==> src/rtl/timeout_timer.sv <==
// Programmable timeout timer: prescaler derives a tick from clk_50M and counts ticks to a latched term.
// Define TIMEOUT_TIMER_COUNTDOWN_EN to make o_Count show remaining ticks instead of elapsed ticks.
module timeout_timer #(
  parameter int CLK_HZ  = 50000000,
  parameter int TICK_HZ = 2000,
  parameter int WIDTH   = 12
) (
  input  logic             clk_50M,
  input  logic             i_Zero,
  input  logic             i_Start,
  input  logic             i_Stop,
  input  logic             i_Pause,
  input  logic             i_Mode,
  input  logic [WIDTH-1:0] i_Term,
  output logic [WIDTH-1:0] o_Count,
  output logic             o_Busy,
  output logic             o_Done,
  output logic             o_Expire,
  output logic             o_Tick
);

  localparam int DIV = CLK_HZ / TICK_HZ;
  localparam int PW  = (DIV > 1) ? $clog2(DIV) : 1;
  localparam logic [PW-1:0] PRESC_MAX = PW'(DIV - 1);

  if (DIV < 1) begin : g_bad_div
    $error("timeout_timer: CLK_HZ/TICK_HZ must be at least 1");
  end

  typedef enum logic [1:0] {S_IDLE, S_RUN, S_PAUSED, S_DONE} state_t;

  state_t           r_State, w_State_n;
  logic [PW-1:0]    r_Presc, w_Presc_n;
  logic [WIDTH-1:0] r_Cnt, w_Cnt_n;
  logic [WIDTH-1:0] r_Term, w_Term_n;
  logic             r_Mode, w_Mode_n;
  logic             w_Tick_n, w_Expire_n;
  logic             w_Active_n;
  logic [WIDTH-1:0] w_OutCnt_n;
  logic [WIDTH-1:0] r_OutCnt;
  logic             r_Busy, r_Done, r_Expire, r_Tick;

  // Counting advances whenever busy and not paused, so leaving PAUSED costs no extra cycle.
  always_comb begin
    w_State_n  = r_State;
    w_Presc_n  = r_Presc;
    w_Cnt_n    = r_Cnt;
    w_Term_n   = r_Term;
    w_Mode_n   = r_Mode;
    w_Tick_n   = 1'b0;
    w_Expire_n = 1'b0;
    if (i_Stop) begin
      w_State_n = S_IDLE;
      w_Presc_n = '0;
      w_Cnt_n   = '0;
    end else if (i_Start) begin
      w_State_n = S_RUN;
      w_Presc_n = '0;
      w_Cnt_n   = '0;
      w_Term_n  = i_Term;
      w_Mode_n  = i_Mode;
    end else if (r_State == S_RUN || r_State == S_PAUSED) begin
      if (r_Term == '0) begin
        w_Expire_n = 1'b1;
        w_State_n  = r_Mode ? S_IDLE : S_DONE;
      end else if (i_Pause) begin
        w_State_n = S_PAUSED;
      end else begin
        w_State_n = S_RUN;
        if (r_Presc == PRESC_MAX) begin
          w_Presc_n = '0;
          w_Tick_n  = 1'b1;
          if (r_Cnt == r_Term - WIDTH'(1)) begin
            w_Expire_n = 1'b1;
            if (r_Mode) begin
              w_Cnt_n = '0;
            end else begin
              w_Cnt_n   = r_Term;
              w_State_n = S_DONE;
            end
          end else begin
            w_Cnt_n = r_Cnt + WIDTH'(1);
          end
        end else begin
          w_Presc_n = r_Presc + PW'(1);
        end
      end
    end
  end

  assign w_Active_n = (w_State_n == S_RUN) || (w_State_n == S_PAUSED);

`ifdef TIMEOUT_TIMER_COUNTDOWN_EN
  assign w_OutCnt_n = w_Active_n ? (w_Term_n - w_Cnt_n) : '0;
`else
  assign w_OutCnt_n = w_Cnt_n;
`endif

  always_ff @(posedge clk_50M or posedge i_Zero) begin
    if (i_Zero) begin
      r_State  <= S_IDLE;
      r_Presc  <= '0;
      r_Cnt    <= '0;
      r_Term   <= '0;
      r_Mode   <= 1'b0;
      r_OutCnt <= '0;
      r_Busy   <= 1'b0;
      r_Done   <= 1'b0;
      r_Expire <= 1'b0;
      r_Tick   <= 1'b0;
    end else begin
      r_State  <= w_State_n;
      r_Presc  <= w_Presc_n;
      r_Cnt    <= w_Cnt_n;
      r_Term   <= w_Term_n;
      r_Mode   <= w_Mode_n;
      r_OutCnt <= w_OutCnt_n;
      r_Busy   <= w_Active_n;
      r_Done   <= (w_State_n == S_DONE);
      r_Expire <= w_Expire_n;
      r_Tick   <= w_Tick_n;
    end
  end

  assign o_Count  = r_OutCnt;
  assign o_Busy   = r_Busy;
  assign o_Done   = r_Done;
  assign o_Expire = r_Expire;
  assign o_Tick   = r_Tick;

endmodule

==> config.mk <==
export PLATFORM = sky130hd
export DESIGN_NAME = timeout_timer
export DESIGN_NICKNAME = d
export VERILOG_FILES = /design/src/rtl/timeout_timer.sv
export SDC_FILE = /design/constraint.sdc
export NUM_CORES = 1
export LEC_CHECK = 0
export CAP_MARGIN = 20
export CORE_MARGIN = 10
export CORE_UTILIZATION = 50
export CTS_CLUSTER_SIZE = 8
export DETAILED_ROUTE_END_ITERATION = 16
export PLACE_DENSITY = 0.72
export SETUP_SLACK_MARGIN = 0.5
export SYNTH_ARGS = -nofsm -noshare
export SYNTH_HDL_FRONTEND = slang
export SYNTH_SLANG_ARGS = --single-unit
export TNS_END_PERCENT = 5
==> constraint.sdc <==
create_clock -name clk_50M -period 3.6 [get_ports clk_50M]
set_input_delay 0.72 -clock clk_50M [delete_from_list [all_inputs] [get_ports clk_50M]]
set_output_delay 0.72 -clock clk_50M [all_outputs]
set_load 0.005 [all_outputs]
After elaboration in Yosys (flattened, before gate mapping). Index checks and enable logic that the tools add are counted.

Bits in registers: 46. Input port bits: 18. Output and inout port bits: 16. Logic and storage cells: 66.

$add $sub $neg: 3. Equal/unequal tests: 9. Muxes and demuxes: 36. Bitwise gates (word level): 1. Reductions and logical operators: 8.

Operator list (number): 2-to-1 mux 12 bit (8); 2-to-1 mux 15 bit (6); 2-to-1 mux 2 bit (9); adder 15 x 1 -> 15 bit (second input constant) (1); equality test 15 bit (second input constant) (1); 2-to-1 mux 1 bit (13); adder 12 x 1 -> 12 bit (second input constant) (1); equality test 12 bit (1); logical NOT 12 bit (1); subtractor 12 x 1 -> 12 bit (second input constant) (1); equality test 2 bit (second input constant) (3); inequality test 3 bit (second input constant) (2); nonzero test 3 bit (2); equality test 2 x 1 -> 1 bit (second input constant) (2); AND reduction 4 bit (1); AND reduction 3 bit (1); logical OR 1 bit (2); AND reduction 2 bit (1); inverter 1 bit (1).

Depth between registers and ports, before layout. Gate-level depths: netlist of run 1.

Depth after elaboration: 11. Depth in mapped cells: 11. Mapped depth without buffers: 10.

Worst setup path after synthesis of run 1. OpenSTA, ideal clock, no wires.

Kind: reg2reg. From: reg r_Term[0]. To: reg r_Busy, in the netlist o_Busy. Library setup time: 0.126 ns. Arrival time: 2.554 ns. Required time: 3.474 ns. Path slack: 0.920 ns. Cell stages (with the launch flop): 12. Path buffers: 1. Clock period less this slack: 2.680 ns. Path through: dfrtp_1 -> buf_6 -> inv_1 -> ha_1 -> nor2b_1 -> a211oi_1 -> o31a_1 -> nor3_1 -> nand4_1 -> a2111o_1 -> a21oi_2 -> ha_1.

Cells in the longest elaborated chain, start to end: 11. Elaborated cells on any way between the ends: 13. Classes of those cells: add/sub: 1; eq/ne: 3; mux: 7; reduce/logical: 2.

RTL lines: start, declared (line 35) `logic [WIDTH-1:0] r_Term, w_Term_n;`; start signal, assigned (line 115) `r_Term <= w_Term_n;`; subtractor 12 x 1 -> 12 bit (line 73) `if (r_Cnt == r_Term - WIDTH'(1)) begin`; equality test 12 bit (line 73); 2-to-1 mux 2 bit (line 73); 2-to-1 mux 2 bit (line 70) `if (r_Presc == PRESC_MAX) begin`; 2-to-1 mux 2 bit (line 66) `end else if (i_Pause) begin`; 2-to-1 mux 2 bit (*) (line 63) `if (r_Term == '0) begin`; 2-to-1 mux 2 bit (*) (line 62) `end else if (r_State == S_RUN || r_State == S_PAUSED) begin`; 2-to-1 mux 2 bit (*) (line 56) `end else if (i_Start) begin`; 2-to-1 mux 2 bit (*) (line 52) `if (i_Stop) begin`; net w_State_n[1] (line 32) `state_t r_State, w_State_n;`; equality test 2 x 1 -> 1 bit / equality test 2 bit (equally long branches) (line 91) `assign w_Active_n = (w_State_n == S_RUN) || (w_State_n == S_PAUSED);`; logical OR 1 bit (*) (line 91); net w_Active_n (line 38) `logic w_Active_n;`; end signal, assigned (line 118) `r_Busy <= w_Active_n;`; end, declared (line 41) `logic r_Busy, r_Done, r_Expire, r_Tick;`.

Mark *: on every way through the listed nets, which the timed path passes. The rest lies on a longest branch. A chain may end at the register's enable or synchronous reset.

Final worst setup path of run 1.
From: reg r_Term[4]. To: reg r_Busy, in the netlist o_Busy.

Same word-level chain as after synthesis.

==> impl_metrics.yaml, run 1 <==
critical_path:
  endpoint: "o_Busy"
  startpoint_type: "flop"
  crit_start: "r_Term[4]"
  crit_path_cell_trace: "or4_4 -> o41ai_2 -> o32ai_1 -> mux2i_4 -> nand4_1 -> a2111o_1 -> a21oi_2 -> ha_1"
  cpPeakStageDelay_ns: 0.62
  cp.arrival_ns: 3.14
  r2r_cells: 8
  rrSetupSlack_ns: 0.65
  crit_path_top_delay_cell: "or4_4"
  r2r_start: "r_Term[4]"
  cp.required_ns: 3.79
  cp_max_fo: 6
  crit_path_end_kind: "flop"
  r2r-end: "o_Busy"
  crit_type: "reg2reg"
sta:
  setup_viol: 0
  max_slew.worst_pin.slew_ns: 0.957
  grt_setup_unrepaired: "no"
  finalMaxSlewViolations: 0
  slew_headroom_pct: 36.1
  setup_ws_ns: 0.645
  fmax_ghz: 0.338
  period_share_pct: 82.1
  layout_min_cycle_time_ns: 2.95
  setup-tns-final_ns: 0
  hold_ws_ns: 0.566
  skew_ns: 0.00758
  hold_violations: 0
clock_tree:
  cts_root_buf: "clkbuf_8"
  numCtsBuffers: 5
  hold_buffers: 0
  clk_latency_ns: 0.30
  cts_tree: "yes"
  htreeDepth: 2
  path_clk_slew_ns: 0.09
  cts.path.max_buffers: 2
  clkSinkCount: 46
synth:
  yosys.cell_types.count: 60
  syn_inst: 337
  yosysSeqAreaShare_pct: 38.9
  yosys_most_used_dff: "dfrtp_1"
  netlist_area_um2: 2960
  synth-seq-cells: 46
  synth-async-reset-ratio_pct: 100
  avgSynthCellArea_um2: 8.78
  synthesis.nets: 359
  yosysWarningCount: 0
  synth_edf_count: 0
power:
  comb_power_share_pct: 19.2
  pwr-share-seq_pct: 52.2
  peakVddDrop_mv: 0.196
  power.density_nw_per_um2: 320
  switching_power_uw: 337
  p_leak_nw: 1.40
  swShare_pct: 30.4
  pwr-share-clk_pct: 28.7
  internal-power_uw: 772
route:
  wire_per_inst_um: 15.8
  drtIter0Drc: 200
  wirelength_um: 6990
  via_count: 2579
  drt.antenna.violating_nets: 0
  viasPerCell: 5.82
  drt-pass1-iter-count: 4
  drc: 0
grt:
  grt_usage_pct: 14.8
  antenna_found_initial: 0
  grt-ovfl-total: 0
  grt_pass1_vias: 2515
  grt_pass1_wl_um: 12200
  grt_max_degree: 47
placed_design:
  place.gp.congestion: 0.867
  port_buffers: 33
  pre_cts_ws_ns: 0.483
  hpwl_um: 5070
  place_inst: 429
hold_path:
  min-delay-start: "r_Presc[1]"
  whs_path_depth: 2
  hp-class: "reg2reg"
die:
  start_util_pct: 52.5
  die_x_um: 96.9
  io_pins: 34
  die_y_um: 96.9
  rows: 27
  die-area_um2: 9400
  core_um2: 5640
finish:
  drive_gt1_share_pct: 11.3
  layout.cells.non_filler: 443
  finalNetCount: 392
  synthToLayoutAreaGrowth_pct: 17.2
  diodes: 0
run_status:
  status: "completed"
run:
  cap_violations: 0
## area by class of cell
cell class | instances | area, um2
well taps | 72 | 90.1
fillers | 464 | 2170
flip-flops and latches | 46 | 1150
clock buffers | 6 | 72.6
repair buffers | 41 | 390
multi-input cells | 258 | 1680
clock inverters | 2 | 13.8
inverters | 18 | 67.6
## metal layers
layer / track usage [%] / up-vias / part of all wire (%)
met5: 0 / - / 0
met4: 3.83 / 0 / 0.93
met3: 3.90 / 7 / 6.7
met2: 22.4 / 69 / 46
met1: 20.3 / 1222 / 47
li1: - / 1281 / -
## worst min-delay path by stage
stage / end
after floorplan: r_Presc[14]
after global placement: r_Presc[14]
after detailed placement: r_Presc[14]
after CTS: r_Presc[14]
after global routing: r_Presc[14]
final: r_Presc[1]
## through the flow
stage               utilization (%)  cell area [um2]  power [mW]
global route                   61.5             3470        1.17
floorplan                         -             2960       0.716
finish                         61.5             3470        1.11
detailed placement             58.2             3280       0.770
global placement               58.2             3280       0.766
CTS                            59.8             3370        1.09
## what timing repair did
item | CTS | global route
hold endpoints to repair | 0 | 0
gates resized for setup | 1 | 11
setup buffers | 0 | 6
endpoints found under the setup margin | 1 | 14
pin swaps | 0 | 2
## critical path, delay by kind of cell, from the launching register on
family	cells	cell delay, ns
AND/OR/NAND/NOR	2	0.83
flip-flops	1	0.47
AO/OA/AOI/OAI	4	1.07
adder cells (fa/ha/maj)	1	0.25
multiplexers	1	0.22
## kinds of logic after synthesis
| kind of cell | count (synthesis) | synth area share, % |
|---|---|---|
| adders and majority gates | 5 | 2.03 |
| AOI/OAI and AO/OA | 74 | 17.2 |
| buffers and inverters | 33 | 6.04 |
| and+or+nand+nor | 154 | 27.6 |
| xor gates and xnor gates | 18 | 5.33 |
| muxes | 7 | 2.92 |
| DFF | 46 | 38.9 |
## cell usage in the layout (no fill, tap or decap), types with 4 or more instances in the layout
master           Yosys  layout
nor2_1              30      30
o21ai_0             20      20
buf_4                2       8
xnor2_1              9       9
inv_1               18      17
ha_1                 4       4
xor2_1               9       9
o211ai_1             9       9
and3_1               4       4
a21oi_1             17      17
dfrtp_1             46      43
and2_1               8       8
nand4_1              7       7
nor3_1               8       6
or3_1               13      13
clkdlybuf4s50_1      0      33
a31oi_1              4       4
clkbuf_8             0       5
nand2_1             38      38
nand3_1             16      16
nor2b_1              5       4
or2_2                4       4
nor4_1               6       5
## synth_stat cells, drive strengths merged, types with 2 or more instances
cell,number,area (um2)
mux2i,4,52.6
and3,4,25.0
mux2,3,33.8
a211oi,2,20.0
a21oi,18,93.8
nor2b,5,31.3
or2,5,31.3
xnor2,9,78.8
nand3,16,80.1
or3,14,88.8
a21o,2,15.0
or4,2,18.8
nand2,38,143
o211ai,9,67.6
and2,8,50.1
nor4b,4,35.0
inv,18,67.6
xor2,9,78.8
ha,4,50.1
dfrtp,46,1150
buf,6,47.5
o31a,3,26.3
o2111ai,3,32.5
nand4,7,43.8
o21ai,20,100
a31oi,4,25.0
o32a,3,30.0
nand4b,2,23.8
nor4,8,71.3
nor3,9,50.1
clkbuf,8,31.3
nor2,30,113
## state kept, by name (all words and copies together) (netlist names)
| name | cells |
|---|---|
| r_State | 2 |
| r_Term | 12 |
| r_Mode | 1 |
| o_Done | 1 |
| o_Busy | 1 |
| o_Tick | 1 |
| r_Presc | 15 |
| o_Expire | 1 |
| o_Count | 12 |
## power groups by stage
stage	clock [mW]	combinational (mW)	sequential, mW
3_3_place_gp	0	0.180	0.586
4_1_cts	0.328	0.185	0.577
2_1_floorplan	0	0.145	0.570
5_1_grt	0.349	0.235	0.583
3_5_place_dp	0	0.183	0.587
6_report	0.318	0.213	0.578
No activity file was read; power rests on OpenSTA's default activity.
==> run 2, diff against run 1 <==
Clock period 3.6 ns to 2.9 ns, I/O delays scaled along.
==> impl_metrics.yaml, run 2 (synthesis gave the netlist of run 1 again) <==
route:
  drt-pass1-iter-count: 4
  viasPerCell: 5.79
  wirelength_um: 7600
  drtIter0Drc: 152
  drc: 0
  wire_per_inst_um: 16.4
  drt.antenna.violating_nets: 0
  via_count: 2679
grt:
  grt_max_degree: 47
  grt_usage_pct: 15.5
  grt_pass1_wl_um: 12600
  grt_pass1_vias: 2545
  antenna_found_initial: 0
  grt-ovfl-total: 0
die:
  core_um2: 5640
  die_y_um: 96.9
  die-area_um2: 9400
  die_x_um: 96.9
  rows: 27
  io_pins: 34
  start_util_pct: 52.5
sta:
  max_slew.worst_pin.slew_ns: 0.604
  hold_ws_ns: 0.551
  grt_setup_unrepaired: "yes"
  setup_ws_ns: 0.273
  layout_min_cycle_time_ns: 2.63
  setup_viol: 0
  finalMaxSlewViolations: 0
  setup-tns-final_ns: 0
  skew_ns: 0.00604
  period_share_pct: 90.6
  fmax_ghz: 0.381
  hold_violations: 0
  slew_headroom_pct: 59.8
critical_path:
  crit_path_cell_trace: "or4_4 -> buf_4 -> nor4_4 -> o32ai_2 -> mux2i_4 -> nand4_1 -> a2111o_1 -> a21oi_2 -> ha_1"
  crit_type: "reg2reg"
  cp.required_ns: 3.09
  path_buf_inv: 1
  startpoint_type: "flop"
  crit_path_top_delay_cell: "or4_4"
  cpPeakStageDelay_ns: 0.58
  cp.arrival_ns: 2.81
  path_delay_family: "simple AND/OR/NAND/NOR gates"
  cp_max_fo: 5
  crit_path_end_kind: "flop"
finish:
  drive_gt1_share_pct: 17.4
  final_cell_mix: "dfrtp_1, nand2_1, clkdlybuf4s50_1, nor2_1, buf_4"
  finalNetCount: 413
  final_area_um2: 3700
  largest_register_ffs: 15
  finish.utilization_pct: 65.5
  synthToLayoutAreaGrowth_pct: 24.9
  largest-register: "r_Presc"
  diodes: 0
  final_common_cell: "dfrtp_1"
  layout.cells.non_filler: 463
run_status:
  status: "completed"
clock_tree:
  cts_root_buf: "clkbuf_8"
  clk_latency_ns: 0.30
  cts_tree: "yes"
  htreeDepth: 2
  numCtsBuffers: 5
  path_clk_slew_ns: 0.09
  clkSinkCount: 46
  hold_buffers: 0
  cts.path.max_buffers: 2
power:
  p_leak_nw: 1.51
  power_mw: 1.42
  power.density_nw_per_um2: 384
  peakVddDrop_mv: 0.242
run:
  cap_violations: 0
hold_path:
  hp-class: "reg2reg"
placed_design:
  port_buffers: 33
  pre_cts_ws_ns: 0.213
  hpwl_um: 5670
  place.gp.congestion: 0.918
  place_inst: 446
  placed_cell_area_um2: 3460
[run 2: worst register-to-register path: cells and delay by family, from the launching register on]
family          cells  cell delay (ns)
simple gates        3             0.88
compound gates      3             0.64
flops               1             0.41
fa+ha+maj           1             0.25
mux                 1             0.18
buf+inv             1             0.17
[run 2: where the power goes]
part           switching [mW]  internal (mW)  total (mW)
Combinational           0.178          0.157       0.334
Clock                   0.215          0.162       0.377
Sequential             0.0416          0.668       0.710
[run 2: final cells by class]
class,instances,area (um2)
Inverter,18,67.6
Clock buffer,5,68.8
Timing Repair Buffer,62,548
Fill cell,473,1950
Tap cell,72,90.1
Sequential cell,46,1150
Clock inverter,2,10.0
Multi-Input combinational cell,258,1760
[run 2: final timing paths]
kind                       slack, ns        start  depth (start not counted)           to
setup / recovery                0.27    r_Term[3]                          9       o_Busy
hold / removal                  0.55  r_Presc[14]                          2  r_Presc[14]
setup reg to reg                0.27    r_Term[3]                          9       o_Busy
hold reg to reg                 0.55  r_Presc[14]                          2  r_Presc[14]
max in group asynchronous       1.71       i_Zero                          3    r_Term[2]
min in group asynchronous       0.76       i_Zero                          3   r_Presc[4]
[run 2: repair_timing]
action	4_1_cts	5_1_grt
setup buffers	2	8
gates resized for setup	2	11
hold endpoints to repair	0	0
endpoints found under the setup margin	26	28
pin swaps	4	6
[run 2: per-layer routing]
| metal | vias up | part of all wire (%) | global-route usage, % | wire length [um] |
|---|---|---|---|---|
| met5 | - | 0 | 0 | 0 |
| li1 | 1322 | - | - | - |
| met4 | 0 | 0.90 | 3.16 | 68 |
| met1 | 1269 | 47 | 21.7 | 3570 |
| met3 | 7 | 7.0 | 3.41 | 528 |
| met2 | 81 | 45 | 23.8 | 3430 |
==> run 3, diff against run 2 <==
Settings changed: TNS_END_PERCENT 5 to 50.
==> impl_metrics.yaml, run 3 (synthesis gave the netlist of run 1 again) <==
sta:
  slew_headroom_pct: 62.2
  finalMaxSlewViolations: 0
  period_share_pct: 88.7
  setup_viol: 0
  layout_min_cycle_time_ns: 2.57
  skew_ns: 0.00425
  max_slew.worst_pin.slew_ns: 0.561
  setup-tns-final_ns: 0
  hold_violations: 0
  grt_setup_unrepaired: "yes"
  hold_ws_ns: 0.556
  setup_ws_ns: 0.327
  fmax_ghz: 0.389
clock_tree:
  cts_root_buf: "clkbuf_8"
  numCtsBuffers: 5
  clk_latency_ns: 0.30
  hold_buffers: 0
  cts_tree: "yes"
  path_clk_slew_ns: 0.09
  htreeDepth: 2
  clkSinkCount: 46
  cts.path.max_buffers: 2
finish:
  largest-register: "r_Presc"
  fillers: 452
  final_cell_mix: "dfrtp_1, nand2_1, clkdlybuf4s50_1, buf_4, nor2_1"
  final_common_cell: "dfrtp_1"
  drive_gt1_share_pct: 18.0
  synthToLayoutAreaGrowth_pct: 25.1
  finalNetCount: 415
  largest_register_ffs: 15
  layout.cells.non_filler: 466
  diodes: 0
critical_path:
  path_buf_inv: 0
  crit_path_top_delay_cell: "or4_4"
  startpoint_type: "flop"
  cp_max_fo: 5
  cpPeakStageDelay_ns: 0.56
  path_delay_family: "compound AO/OA/AOI/OAI gates"
  crit_path_cell_trace: "or4_4 -> o41ai_2 -> o32ai_2 -> mux2i_4 -> nand4_1 -> a2111o_1 -> a21oi_2 -> ha_1"
  cp.arrival_ns: 2.76
  crit_type: "reg2reg"
  crit_path_end_kind: "flop"
  cp.required_ns: 3.09
placed_design:
  pre_cts_ws_ns: 0.197
  place_inst: 445
  place.gp.congestion: 0.883
  port_buffers: 33
  hpwl_um: 5750
grt:
  grt_pass1_vias: 2584
  grt-ovfl-total: 0
  grt_usage_pct: 15.5
  grt_max_degree: 21
  grt_pass1_wl_um: 12500
  antenna_found_initial: 0
die:
  io_pins: 34
  die_y_um: 96.9
  core_um2: 5640
  start_util_pct: 52.5
  die_x_um: 96.9
  rows: 27
  die-area_um2: 9400
run:
  cap_violations: 0
hold_path:
  hp-class: "reg2reg"
route:
  drtIter0Drc: 120
  viasPerCell: 5.85
  wirelength_um: 7560
  drt-pass1-iter-count: 4
  wire_per_inst_um: 16.2
  drt.antenna.violating_nets: 0
  drc: 0
  via_count: 2728
power:
  power_mw: 1.45
  p_leak_nw: 1.53
  peakVddDrop_mv: 0.285
  power.density_nw_per_um2: 391
run_status:
  status: "completed"
-- run 3: power breakdown --
group | internal (mW) | switching (mW) | total (mW)
clock network | 0.193 | 0.218 | 0.410
logic | 0.153 | 0.170 | 0.323
registers | 0.669 | 0.0440 | 0.713
total | 1.02 | 0.431 | 1.45
-- run 3: per-layer routing --
metal,routed length (um),global-route usage [%],vias to the layer above,share of wire [%]
met3,334,3.34,6,4.4
met2,3610,25.5,59,48
met5,0,0,-,0
met4,61,3.16,0,0.81
li1,-,-,1333,-
met1,3560,20.2,1330,47
-- run 3: path summary, 6_finish.rpt --
| kind | from | endpoint | slack (ns) | cells after the start |
|---|---|---|---|---|
| worst max-delay path | r_Term[3] | o_Busy | 0.33 | 8 |
| worst min-delay path | r_Presc[14] | r_Presc[14] | 0.56 | 2 |
| worst max register to register | r_Term[3] | o_Busy | 0.33 | 8 |
| worst min register to register | r_Presc[14] | r_Presc[14] | 0.56 | 2 |
| max in group asynchronous | i_Zero | r_Term[3] | 1.74 | 3 |
| min in group asynchronous | i_Zero | r_Presc[7] | 0.59 | 2 |
-- run 3: cell type report --
cell class / instances / area (um2) / share of cell area (%)
multi-input cells: 258 / 1740 / 46.9
clock inverters: 1 / 5.00 / 0.135
inverters: 18 / 67.6 / 1.82
repair buffers: 64 / 563 / 15.2
flip-flops and latches: 46 / 1150 / 31.2
well taps: 72 / 90.1 / 2.43
clock buffers: 7 / 86.3 / 2.33
-- run 3: stage by stage --
stage | cell area [um2] | util, %
floorplan | 3010 | -
global placement | 3450 | 61.2
detailed placement | 3450 | 61.2
CTS | 3680 | 65.2
global route | 3700 | 65.6
finish | 3700 | 65.6
-- run 3: what timing repair did --
item                                    4_1_cts  5_1_grt
endpoints found under the hold margin         0        0
endpoints found under the setup margin       27       27
gates resized for setup                      10        2
pin swaps                                     5        1
buffers inserted                             11        2
-- run 3: worst min-delay path, stage by stage, from the launching register on --
cell and delay [ns]:
dfrtp_1 0.37, xnor2_1 0.12, nor2_1 0.04
